--- src/rtl/regfile_scheduler_pkg.sv ---
// rtl/regfile_scheduler_pkg.sv - shared register file constants and cycle-kind codes
package regfile_scheduler_pkg;

  localparam int NREGS     = 8;
  localparam int REG_SEL_W = $clog2(NREGS);
  localparam int BURST_W   = 4;

  typedef logic [1:0] rfs_kind_t;

  localparam rfs_kind_t RFS_IDLE  = 2'd0;
  localparam rfs_kind_t RFS_READ  = 2'd1;
  localparam rfs_kind_t RFS_WRITE = 2'd2;

endpackage

--- src/rtl/regfile_scheduler_scoreboard.sv ---
// rtl/regfile_scheduler_scoreboard.sv - per-register busy scoreboard with two-selector hazard lookup
module rf_scoreboard #(
  parameter int NREGS = regfile_scheduler_pkg::NREGS,
  parameter int SEL_W = regfile_scheduler_pkg::REG_SEL_W
) (
  input  logic             clk,
  input  logic             rst_n,
  input  logic             i_set_en,
  input  logic [SEL_W-1:0] i_set_sel,
  input  logic             i_clr_a_en,
  input  logic [SEL_W-1:0] i_clr_a_sel,
  input  logic             i_clr_b_en,
  input  logic [SEL_W-1:0] i_clr_b_sel,
  input  logic [SEL_W-1:0] i_look_a_sel,
  input  logic [SEL_W-1:0] i_look_b_sel,
  output logic [NREGS-1:0] o_busy,
  output logic             o_hazard,
  output logic             o_err
);
  import regfile_scheduler_pkg::*;

  localparam logic [NREGS-1:0] ONE = NREGS'(1);

  logic [NREGS-1:0] r_busy;
  logic             r_err;
  logic [NREGS-1:0] w_set_mask;
  logic [NREGS-1:0] w_clr_mask;
  logic             w_clr_stray;

  assign w_set_mask  = i_set_en ? (ONE << i_set_sel) : '0;
  assign w_clr_mask  = (i_clr_a_en ? (ONE << i_clr_a_sel) : '0) |
                       (i_clr_b_en ? (ONE << i_clr_b_sel) : '0);
  // A writeback to a register nobody reserved means the pipeline lost track of it
  assign w_clr_stray = (i_clr_a_en && !r_busy[i_clr_a_sel]) ||
                       (i_clr_b_en && !r_busy[i_clr_b_sel]);

  assign o_busy   = r_busy;
  assign o_hazard = r_busy[i_look_a_sel] | r_busy[i_look_b_sel];
  assign o_err    = r_err;

  // Busy bits: reserve on issue, release on writeback; the two never target one bit together
  always_ff @(posedge clk or negedge rst_n) begin
    if (!rst_n) begin
      r_busy <= '0;
    end else begin
      r_busy <= (r_busy | w_set_mask) & ~w_clr_mask;
    end
  end

  // Sticky stray-writeback flag, only reset clears it
  always_ff @(posedge clk or negedge rst_n) begin
    if (!rst_n) begin
      r_err <= 1'b0;
    end else if (w_clr_stray) begin
      r_err <= 1'b1;
    end
  end

endmodule

--- src/rtl/regfile_scheduler.sv ---
// rtl/regfile_scheduler.sv - register file scheduler: issue/writeback arbitration with burst guard
module regfile_scheduler #(
  parameter int NREGS        = regfile_scheduler_pkg::NREGS,
  parameter int SEL_W        = regfile_scheduler_pkg::REG_SEL_W,
  parameter int DATA_W       = 16,
  parameter int MAX_WB_BURST = 4
) (
  input  logic              clk,
  input  logic              rst_n,
  input  logic              iss_valid,
  output logic              iss_ready,
  input  logic [SEL_W-1:0]  iss_rd,
  input  logic [SEL_W-1:0]  iss_rs,
  input  logic              iss_wb,
  output logic              rd_valid,
  input  logic              alu_valid,
  output logic              alu_ready,
  input  logic [SEL_W-1:0]  alu_sel,
  input  logic [DATA_W-1:0] alu_data,
  input  logic              mem_valid,
  output logic              mem_ready,
  input  logic [SEL_W-1:0]  mem_sel,
  input  logic [DATA_W-1:0] mem_data,
  output logic              rf_en,
  output logic              rf_wr_en,
  output logic              rf_rS_wr_en,
  output logic [SEL_W-1:0]  rf_rD_sel,
  output logic [SEL_W-1:0]  rf_rS_sel,
  output logic [DATA_W-1:0] rf_rD_din,
  output logic [DATA_W-1:0] rf_rS_din,
  output logic [NREGS-1:0]  busy,
  output logic              sb_err
);
  import regfile_scheduler_pkg::*;

  localparam logic [BURST_W-1:0] BURST_MAX = BURST_W'(MAX_WB_BURST);

  logic [BURST_W-1:0] r_burst;
  logic               r_rd_valid;
  rfs_kind_t          w_kind;
  logic               w_hazard;
  logic               w_iss_ok;
  logic               w_wb_req;
  logic               w_burst_full;
  logic               w_alu_go;
  logic               w_mem_go;
  logic               w_set_en;

  assign w_iss_ok     = iss_valid && !w_hazard;
  assign w_wb_req     = alu_valid || mem_valid;
  assign w_burst_full = (r_burst == BURST_MAX);

  // Choose the cycle kind; writebacks win unless the pending issue has waited out a full burst
  always_comb begin
    w_kind = RFS_IDLE;
    if (!rst_n) begin
      w_kind = RFS_IDLE;
    end else if (w_iss_ok && (!w_wb_req || w_burst_full)) begin
      w_kind = RFS_READ;
    end else if (w_wb_req) begin
      w_kind = RFS_WRITE;
    end
  end

  // On a shared destination the load lands first and the ALU result follows next cycle
  assign w_mem_go = (w_kind == RFS_WRITE) && mem_valid;
  assign w_alu_go = (w_kind == RFS_WRITE) && alu_valid && !(mem_valid && (mem_sel == alu_sel));
  assign w_set_en = (w_kind == RFS_READ) && iss_wb;

  assign iss_ready = (w_kind == RFS_READ);
  assign alu_ready = w_alu_go;
  assign mem_ready = w_mem_go;
  assign rd_valid  = r_rd_valid;

  // Drive the regfile ports: ALU owns rD, load owns rS, issue uses both as read selectors
  always_comb begin
    rf_en       = (w_kind != RFS_IDLE);
    rf_wr_en    = w_alu_go;
    rf_rS_wr_en = w_mem_go;
    rf_rD_sel   = '0;
    rf_rS_sel   = '0;
    rf_rD_din   = '0;
    rf_rS_din   = '0;
    if (w_kind == RFS_READ) begin
      rf_rD_sel = iss_rd;
      rf_rS_sel = iss_rs;
    end
    if (w_alu_go) begin
      rf_rD_sel = alu_sel;
      rf_rD_din = alu_data;
    end
    if (w_mem_go) begin
      rf_rS_sel = mem_sel;
      rf_rS_din = mem_data;
    end
  end

  // Count writeback cycles that keep a waiting issue out, saturating at the burst limit
  always_ff @(posedge clk or negedge rst_n) begin
    if (!rst_n) begin
      r_burst <= '0;
    end else if ((w_kind == RFS_READ) || !iss_valid) begin
      r_burst <= '0;
    end else if ((w_kind == RFS_WRITE) && !w_burst_full) begin
      r_burst <= r_burst + 1'b1;
    end
  end

  // Operand data appears one cycle after the read is issued to the regfile
  always_ff @(posedge clk or negedge rst_n) begin
    if (!rst_n) begin
      r_rd_valid <= 1'b0;
    end else begin
      r_rd_valid <= (w_kind == RFS_READ);
    end
  end

  rf_scoreboard #(
    .NREGS (NREGS),
    .SEL_W (SEL_W)
  ) u_scoreboard (
    .clk          (clk),
    .rst_n        (rst_n),
    .i_set_en     (w_set_en),
    .i_set_sel    (iss_rd),
    .i_clr_a_en   (w_alu_go),
    .i_clr_a_sel  (alu_sel),
    .i_clr_b_en   (w_mem_go),
    .i_clr_b_sel  (mem_sel),
    .i_look_a_sel (iss_rd),
    .i_look_b_sel (iss_rs),
    .o_busy       (busy),
    .o_hazard     (w_hazard),
    .o_err        (sb_err)
  );

endmodule
--- config.mk ---
export PLATFORM = sky130hd
export DESIGN_NAME = regfile_scheduler
export DESIGN_NICKNAME = d
export VERILOG_FILES = /design/src/rtl/regfile_scheduler_pkg.sv /design/src/rtl/regfile_scheduler_scoreboard.sv /design/src/rtl/regfile_scheduler.sv
export SDC_FILE = /design/constraint.sdc
export NUM_CORES = 1
export LEC_CHECK = 0
export CORE_UTILIZATION = 39
export CTS_CLUSTER_DIAMETER = 60
export DETAILED_ROUTE_END_ITERATION = 12
export MAX_ROUTING_LAYER = met4
export PLACE_DENSITY = 0.87
export SLEW_MARGIN = 40
export SYNTH_ARGS = -nofsm -noshare
export SYNTH_HDL_FRONTEND = slang
export SYNTH_SLANG_ARGS = --single-unit
--- constraint.sdc ---
create_clock -name clk -period 5.6 [get_ports clk]
set_clock_uncertainty 0.05 [all_clocks]
set_input_delay 0.84 -clock clk [delete_from_list [all_inputs] [get_ports clk]]
set_output_delay 0.84 -clock clk [all_outputs]
set_load 0.1 [all_outputs]
==> flow_summary.yaml <==
run_status:
  status: "finished clean"
setup_path:
  worstSetupPathType: "in -> out"
  r2r-start: "u_scoreboard.o_busy[3]"
  r2r_slack_ns: 2.97
  crit_path_max_fanout: 36
  crit_slowest_cell: "clkdlybuf4s50_1"
  cp_cell_sequence: "clkdlybuf4s50_1 -> mux2i_1 -> mux4_2 -> nand4_2 -> buf_4 -> a21oi_1 -> buf_4"
  cp-end-kind: "output port"
  slowest_delay_ns: 0.77
  rr_worst_depth: 5
  rr_endpoint: "r_burst[2]"
  cp.required_ns: 4.71
  start_kind: "input port"
  arrival_ns: 3.76
  path_common_cell: "buf_4"
route:
  wl_um: 5020
  detail-route-antenna-nets: 0
  dr_total_vias: 1823
  vias_per_cell: 5.64
  drt_iter0_drc: 135
  wl_per_cell_um: 15.6
  first_pass_iters: 4
  drc: 0
hold_path:
  hold_class: "reg -> reg"
  worstHoldPathCells: 1
  worstHoldStart: "u_scoreboard.o_err"
  min_to: "u_scoreboard.o_err"
clocking:
  postCtsSetupBuffers: 0
  clkSinkCount: 14
  clock_latency_ns: 0.25
  cts_max_level: 1
  clk_path_buf_depth: 2
  post_cts_resized: 0
  cts_hold_buffers: 0
  cts_tree: "built"
  clock-root-buffer: "clkbuf_8"
  clk_pin_slew_ns: 0.06
  cts_buffers: 3
sta:
  final_hold_viol_count: 0
  rsz0062_at_grt: "no"
  setup_viol: 0
  maxSlewHeadroom: 0.502
  drv_slew: 0
  finalCritPeriodShare: 0.831
  min_period_ns: 4.65
  worstMarginPinSlew_ns: 0.745
  fin_setup_tns_ns: 0
  fmax_mhz: 215
placed_design:
  place_area_um2: 2400
  gp_congestion: 0.904
  dp_hpwl_um: 3850
  port_buffers: 103
layout:
  drive_gt1_frac: 0.247
  fillCellCount: 313
  diodes: 0
  area_delta_synth_final_pct: 59.3
  final_nets: 328
  fin_area_um2: 2460
floorplanning:
  io_pins: 104
  die_h_um: 64.9
  row_count: 22
  fp.dieArea_um2: 4210
  die_w_um: 64.9
  initial_utilization: 0.415
  coreArea_um2: 3720
logic_synthesis:
  synth_cells: 187
  synth_nets: 239
  yosys.area.top_type: "dfrtp_1"
  synth_most_common_cell: "and3_1"
  ys_seq_area_frac: 0.227
  synth_edf_count: 0
  yosysWarnings: 0
  synth_common_cells: "33 x and3_1, 15 x nand2_1, 14 x clkbuf_1, 14 x dfrtp_1, 11 x nand3_1"
  dominantRegCellSynth: "dfrtp_1"
  avgSynthCellArea_um2: 8.24
  ys_types: 40
  ys_ff_latch: 14
  yosys-top-cells-area: "dfrtp_1 23%, and3_1 13%, mux4_2 7.3%"
  syn_area_um2: 1540
  ys_async_sr_fraction: 1.00
  synth_top_cell_area_share: 0.227
grt:
  grt_pass1_vias: 1626
  grt_max_degree: 37
  grt_pass1_wl_um: 8130
  overflow: 0
  gr-usage-all-layers: 0.254
  antenna_found_initial: 0
power_and_ir_drop:
  total_leakage_power_nw: 1.21
  power.density_nw_per_um2: 199
  ir_drop_uv: 131
job:
  maxCapViolCount: 0
## per-layer routing
metal	GRT usage	share of wire	vias to the layer above
met5	-	0	-
met4	0.0583	0.012	0
met3	0.0581	0.083	10
met2	0.423	0.50	82
met1	0.310	0.41	837
li1	-	-	894
## per-stage QoR
stage | hold slack [ns] | power (W) | setup WS (ns) | utilization | instances
2_1_floorplan | 0.479 | 0.000320 | 0.431 | - | 187
3_3_place_gp | 0.396 | 0.000394 | 1.08 | 0.660 | 319
3_5_place_dp | 0.406 | 0.000393 | 1.03 | 0.646 | 319
4_1_cts | 0.423 | 0.000491 | 1.02 | 0.661 | 323
5_1_grt | 0.453 | 0.000509 | 0.739 | 0.661 | 323
6_report | 0.426 | 0.000489 | 0.946 | 0.661 | 323
## flip-flops by register name (all words and copies together) (netlist names)
| register | cells |
|---|---|
| u_scoreboard.o_busy | 8 |
| r_burst | 4 |
| rd_valid | 1 |
| u_scoreboard.o_err | 1 |
## worst max-delay path by stage
| stage | endpoint | from | slack (ns) |
|---|---|---|---|
| CTS | rf_rS_sel[0] | iss_rd[2] | 1.02 |
| finish | rf_en | iss_rd[2] | 0.95 |
| global placement | rf_rS_sel[0] | iss_rd[2] | 1.08 |
| global route | rf_en | iss_rd[2] | 0.74 |
| floorplan | rf_rD_sel[1] | u_scoreboard.o_busy[3] | 0.43 |
| detailed placement | rf_rS_sel[0] | iss_rd[2] | 1.03 |
## layout make-up
| type | instances | area, um^2 | area share |
|---|---|---|---|
| inverters | 7 | 26.3 | 0.0107 |
| clock buffers | 4 | 55.1 | 0.0224 |
| flip-flops and latches | 14 | 350 | 0.143 |
| well taps | 48 | 60.1 | 0.0245 |
| repair buffers | 106 | 906 | 0.369 |
| multi-input cells | 144 | 1060 | 0.431 |
## kinds of logic (layout without fill, tap and decap cells)
family / Yosys count / after routing / share of synthesized area
mux: 14 / 14 / 0.153
buf+inv: 29 / 117 / 0.0860
xor+xnor: 3 / 3 / 0.0170
fa+ha+maj: 2 / 2 / 0.0162
flops: 14 / 14 / 0.227
compound gates: 35 / 35 / 0.175
simple gates: 90 / 90 / 0.326
## worst max-delay path: cells and delay by family
family / cells / cell delay, ns
buffers and inverters: 3 / 1.56
and+or+nand+nor: 1 / 0.59
muxes: 2 / 0.56
AOI/OAI and AO/OA: 1 / 0.19
## report_power, final
part / switching, W / leakage (nW) / total [W] / internal (W)
logic: 0.000194 / 0.992 / 0.000275 / 0.0000809
registers: 0.00000917 / 0.187 / 0.000116 / 0.000107
clock network: 0.0000355 / 0.0288 / 0.0000978 / 0.0000623
total: 0.000239 / 1.21 / 0.000489 / 0.000250
## cells in the final DEF, fill, tap and decap left out, types with 3 or more instances in the layout
master,netlist,final
clkdlybuf4s50_1,0,49
buf_4,3,46
and3_1,33,33
nand2_1,15,15
dfrtp_1,14,14
nand3_1,11,11
buf_2,3,10
o21ai_0,8,8
inv_1,7,7
mux2i_1,7,7
o2bb2a_1,7,7
nand4_1,7,7
nor2_1,6,6
mux4_2,5,5
nor3_1,5,5
clkbuf_8,0,4
xnor2_1,3,3
and2_1,3,3
nand2b_1,3,3
o32ai_1,3,3
o211ai_1,3,3
No activity file was read; power rests on OpenSTA's default activity.
